[config.mk]
export PLATFORM = sky130hd
export DESIGN_NAME = seven_seg_scanner
export DESIGN_NICKNAME = d
export VERILOG_FILES = /design/src/rtl/seven_seg_scanner.sv
export SDC_FILE = /design/constraint.sdc
export NUM_CORES = 1
export LEC_CHECK = 0
export BUFFER_PORTS_ARGS = -buffer_cell sky130_fd_sc_hd__clkbuf_2
export CAP_MARGIN = 20
export CORE_UTILIZATION = 45
export DETAILED_ROUTE_END_ITERATION = 8
export PLACE_DENSITY = 0.75
export SLEW_MARGIN = 15
export SYNTH_ARGS = -nofsm -noshare
export SYNTH_HDL_FRONTEND = slang
export SYNTH_SLANG_ARGS = --single-unit
[constraint.sdc]
create_clock -name clk -period 3.8 [get_ports clk]
set_input_delay 0.19 -clock clk [delete_from_list [all_inputs] [get_ports clk]]
set_output_delay 0.19 -clock clk [all_outputs]
set_load 0.05 [all_outputs]
[src/rtl/seven_seg_scanner.sv]
// Eight-digit multiplexed driver for a common-anode 7-segment display.
// Inputs are snapshotted once per frame; each digit slot opens with a blanking interval.
module seven_seg_scanner #(
    parameter int DIGIT_CYCLES = 100000,
    parameter int BLANK_CYCLES = 1000
) (
    input  logic        clk,
    input  logic        reset,
    input  logic [31:0] display,
    input  logic [7:0]  digit_enable,
    input  logic [7:0]  dp_enable,
    output logic [7:0]  anode,
    output logic [6:0]  cathode,
    output logic        dp,
    output logic        frame_start
);

    localparam int CNT_W = (DIGIT_CYCLES > 2) ? $clog2(DIGIT_CYCLES) : 1;
    localparam logic [CNT_W-1:0] CNT_LAST  = CNT_W'(DIGIT_CYCLES - 1);
    localparam logic [CNT_W-1:0] BLANK_END = CNT_W'(BLANK_CYCLES);

    if (DIGIT_CYCLES < 2 || BLANK_CYCLES >= DIGIT_CYCLES || BLANK_CYCLES < 0) begin : g_bad_params
        $error("seven_seg_scanner: need DIGIT_CYCLES >= 2 and 0 <= BLANK_CYCLES < DIGIT_CYCLES");
    end

    logic [CNT_W-1:0] cycle_cnt;
    logic [2:0]       digit_idx;
    logic [31:0]      shadow_disp;
    logic [7:0]       shadow_en;
    logic [7:0]       shadow_dp;
    logic             slot_end;
    logic             frame_end;
    logic [3:0]       nibble;
    logic [7:0]       anode_next;

    function automatic logic [6:0] font(input logic [3:0] value);
        logic [6:0] seg;
        case (value)
            4'h0: seg = 7'h3F;
            4'h1: seg = 7'h06;
            4'h2: seg = 7'h5B;
            4'h3: seg = 7'h4F;
            4'h4: seg = 7'h66;
            4'h5: seg = 7'h6D;
            4'h6: seg = 7'h7D;
            4'h7: seg = 7'h07;
            4'h8: seg = 7'h7F;
            4'h9: seg = 7'h6F;
            4'hA: seg = 7'h77;
            4'hB: seg = 7'h7C;
            4'hC: seg = 7'h39;
            4'hD: seg = 7'h5E;
            4'hE: seg = 7'h79;
            default: seg = 7'h71;
        endcase
        return seg;
    endfunction

    assign slot_end  = (cycle_cnt == CNT_LAST);
    assign frame_end = slot_end && (digit_idx == 3'd7);
    assign nibble    = shadow_disp[{digit_idx, 2'b00} +: 4];

    // Only the current digit may be selected, and only once its blanking interval is over.
    always_comb begin
        anode_next = 8'hFF;
        if (shadow_en[digit_idx] && (cycle_cnt >= BLANK_END))
            anode_next[digit_idx] = 1'b0;
    end

    always_ff @(posedge clk or posedge reset) begin
        if (reset) begin
            cycle_cnt <= '0;
            digit_idx <= 3'd0;
        end else if (slot_end) begin
            cycle_cnt <= '0;
            digit_idx <= digit_idx + 3'd1;
        end else begin
            cycle_cnt <= cycle_cnt + CNT_W'(1);
        end
    end

    // Snapshot at the last edge of the frame so a changing display word never tears.
    always_ff @(posedge clk or posedge reset) begin
        if (reset) begin
            shadow_disp <= 32'h0;
            shadow_en   <= 8'h00;
            shadow_dp   <= 8'h00;
        end else if (frame_end) begin
            shadow_disp <= display;
            shadow_en   <= digit_enable;
            shadow_dp   <= dp_enable;
        end
    end

    // Outputs are registered from the pre-edge counters and shadows.
    always_ff @(posedge clk or posedge reset) begin
        if (reset) begin
            anode       <= 8'hFF;
            cathode     <= 7'h7F;
            dp          <= 1'b1;
            frame_start <= 1'b0;
        end else begin
            anode       <= anode_next;
            cathode     <= ~font(nibble);
            dp          <= ~shadow_dp[digit_idx];
            frame_start <= frame_end;
        end
    end

endmodule

==> flow_summary.json <==
{
  "status": "complete, no violations",
  "syn_inst": 292,
  "p_sw_share_pct": 22.3,
  "layout_min_cycle_time_ns": 2.62,
  "clk_path_buf_depth": 2,
  "ir_drop_uv": 195,
  "setup_violations": 0,
  "cts_max_level": 3,
  "synth_seq_cells": 85,
  "crit_type": "reg -> reg",
  "start_util_pct": 47.6,
  "intPower_mw": 1.40,
  "worstMarginPinSlew_ns": 0.754,
  "ys_top_cells_by_area": "dfrtp_1 43%, mux2_4 11%, dfstp_2 11%",
  "synthesis.area_mm2": 0.00399,
  "relSlewSlack_pct": 49.7,
  "vias": 2419,
  "fp.dieH_um": 96.2,
  "final_nets": 423,
  "drc_errors": 0,
  "maxCapViolCount": 0,
  "skew_ns": 0.00842,
  "stdcell_area_mm2": 0.00465,
  "r2r_slack_ns": 1.18,
  "arrival_ns": 2.90,
  "p_clk_share_pct": 38.5,
  "vias_per_cell": 5.11,
  "grt_pass1_wl_um": 12100,
  "switchingPower_mw": 0.401,
  "ys_warn_count": 0,
  "worst-path-max-fanout": 12,
  "drt_iter0_drc": 107,
  "endpoint_kind": "register",
  "die_area_mm2": 0.00925,
  "fillerInstances": 731,
  "die_w_um": 96.2,
  "grt_max_degree": 60,
  "fin_setup_tns_ns": 0,
  "n_antenna_cell": 0,
  "hold_depth": 2,
  "synth_common_cells": "69 x dfrtp_1, 30 x mux2_4, 21 x mux2_2, 18 x nor2_1, 16 x dfstp_2",
  "period_share_pct": 68.8,
  "gp_congestion": 0.790,
  "antenna_found_initial": 0,
  "grt_pass1_vias": 2423,
  "place_hpwl_um": 5170,
  "hold_end": "shadow_disp[8]$_DFFE_PP0P_",
  "synth.distinct_cells": 38,
  "ant_nets": 0,
  "synth_fp_nets": 352,
  "power.density_mw_per_mm2": 388,
  "power_mw": 1.80,
  "synth.top_cell.area_share_pct": 43.3,
  "clkSlewWorstSetupHoldPaths_ns": 0.08,
  "clock.fmax_ghz": 0.382,
  "wl_um": 7170,
  "crit_required_ns": 4.08,
  "syn_area_per_cell_um2": 13.7,
  "post_dp_cell_area_mm2": 0.00440,
  "r2r_start": "digit_idx[0]$_DFFE_PP0N_",
  "crit_path_start": "digit_idx[0]$_DFFE_PP0N_",
  "rows": 33,
  "crit_chain": "mux4_2 -> mux2i_1 -> inv_1 -> ha_1 -> nand2_1 -> o21ai_0 -> a22o_1",
  "core_area_mm2": 0.00838,
  "hold_buffers": 0,
  "clock_latency_ns": 0.35,
  "cts_tree": "done",
  "post_cts_buffers": 0,
  "reg2reg_depth": 7,
  "slew_violations": 0,
  "finalHoldViolations": 0,
  "clockRootBuffer": "clkbuf_8",
  "cts_inserted_buffers": 9,
  "hold_path.startpoint": "display[8]",
  "io_pins": 67,
  "synth-edff-count": 0,
  "cp-start-kind": "register",
  "grt.total_usage_pct": 17.6,
  "r2r_end": "cathode[5]$_DFF_PP1_",
  "seqPwrFrac_pct": 53.2,
  "synthFlopType": "dfrtp_1",
  "io_buffers": 66,
  "yosysMostFrequentCell": "dfrtp_1",
  "wire_per_inst_um": 15.2,
  "clock_sinks": 85,
  "post_cts_resized": 0,
  "slowest_delay_ns": 0.68,
  "drive_gt1_share_pct": 44.6,
  "p_leak_nw": 2.20,
  "ys_seq_area_share_pct": 53.8,
  "area_growth_pct": 16.5,
  "firstDrtPassIters": 4,
  "cp_slowest_cell": "dfrtp_1",
  "async_flop_share_pct": 100,
  "synth.largest_area_cell": "dfrtp_1",
  "worstHoldPathType": "in -> reg",
  "grt_overflow_total": 0,
  "rsz0062_at_grt": "false",
  "combinationalPowerShare_pct": 8.2
}
worst max-delay path: cells and delay by family, from the launching register on:
kind | cells | cell delay [ns]
AND/OR/NAND/NOR | 1 | 0.10
adder cells (fa/ha/maj) | 1 | 0.25
flip-flops | 1 | 0.68
AO/OA/AOI/OAI | 2 | 0.30
multiplexers | 2 | 1.04
buffers and inverters | 1 | 0.17
cell families after synthesis:
kind of cell             share of synthesized area, %
adder cells (fa/ha/maj)                          3.14
buffers and inverters                            3.10
multiplexers                                     23.7
AO/OA/AOI/OAI                                    3.57
flip-flops                                       53.8
XOR/XNOR                                         3.51
AND/OR/NAND/NOR                                  9.13
per-stage QoR:
stage               hold slack, ns  cells  utilization (%)  setup slack [ns]
CTS                         0.0329    471             55.1              1.13
finish                      0.0595    473             55.5              1.18
global placement             0.412    455             52.5              1.32
detailed placement           0.410    455             52.5              1.16
floorplan                    0.329    292                -              1.44
global route                0.0472    473             55.5             0.949
cell type report:
type,count,area [µm²],area share (%)
flip-flops and latches,85,2150,46.2
inverters,11,42.5,0.915
clock inverters,4,72.6,1.56
repair buffers,72,390,8.40
clock buffers,12,145,3.12
well taps,105,131,2.83
multi-input cells,184,1720,37.0
worst max-delay path by stage:
stage,to,cells past startpoint
after floorplan,cycle_cnt[0]$_DFF_PP0_,1
after global placement,cathode[6]$_DFF_PP1_,7
after detailed placement,cathode[5]$_DFF_PP1_,7
after CTS,cathode[5]$_DFF_PP1_,7
after global routing,cathode[5]$_DFF_PP1_,7
final,cathode[5]$_DFF_PP1_,7
cells in the final DEF (no fill, tap or decap), drive strengths merged, types with 7 or more instances in the layout:
master,Yosys,final
clkbuf,2,78
dfrtp,69,69
dfstp,16,16
ha,10,10
inv,11,10
mux2,51,51
mux2i,8,8
mux4,8,8
nand2,15,15
nand3,12,12
nor2,18,18
nor2b,8,8
o21ai,7,7
xnor2,7,7
xor2,9,9
state kept, by name, summed over array words and instances, names as in the netlist:
name	cells
digit_idx	3
anode	8
cathode	7
shadow_en	8
shadow_dp	8
shadow_disp	32
cycle_cnt	17
frame_start	1
dp	1
power groups by stage:
stage / sequential, mW / clock (mW) / combinational [mW]
floorplan: 0.997 / 0 / 0.0735
global placement: 0.976 / 0 / 0.143
detailed placement: 0.977 / 0 / 0.148
CTS: 0.960 / 0.709 / 0.149
global route: 0.963 / 0.753 / 0.164
finish: 0.959 / 0.694 / 0.148
metal layers:
| layer | vias up | global-route usage, % | share of wire, % |
|---|---|---|---|
| li1 | 1172 | - | - |
| met1 | 1180 | 26.3 | 48 |
| met2 | 60 | 24.8 | 45 |
| met3 | 7 | 4.27 | 5.5 |
| met4 | 0 | 6.34 | 1.3 |
| met5 | - | 0 | 0 |
No activity file was read; power rests on OpenSTA's default activity.
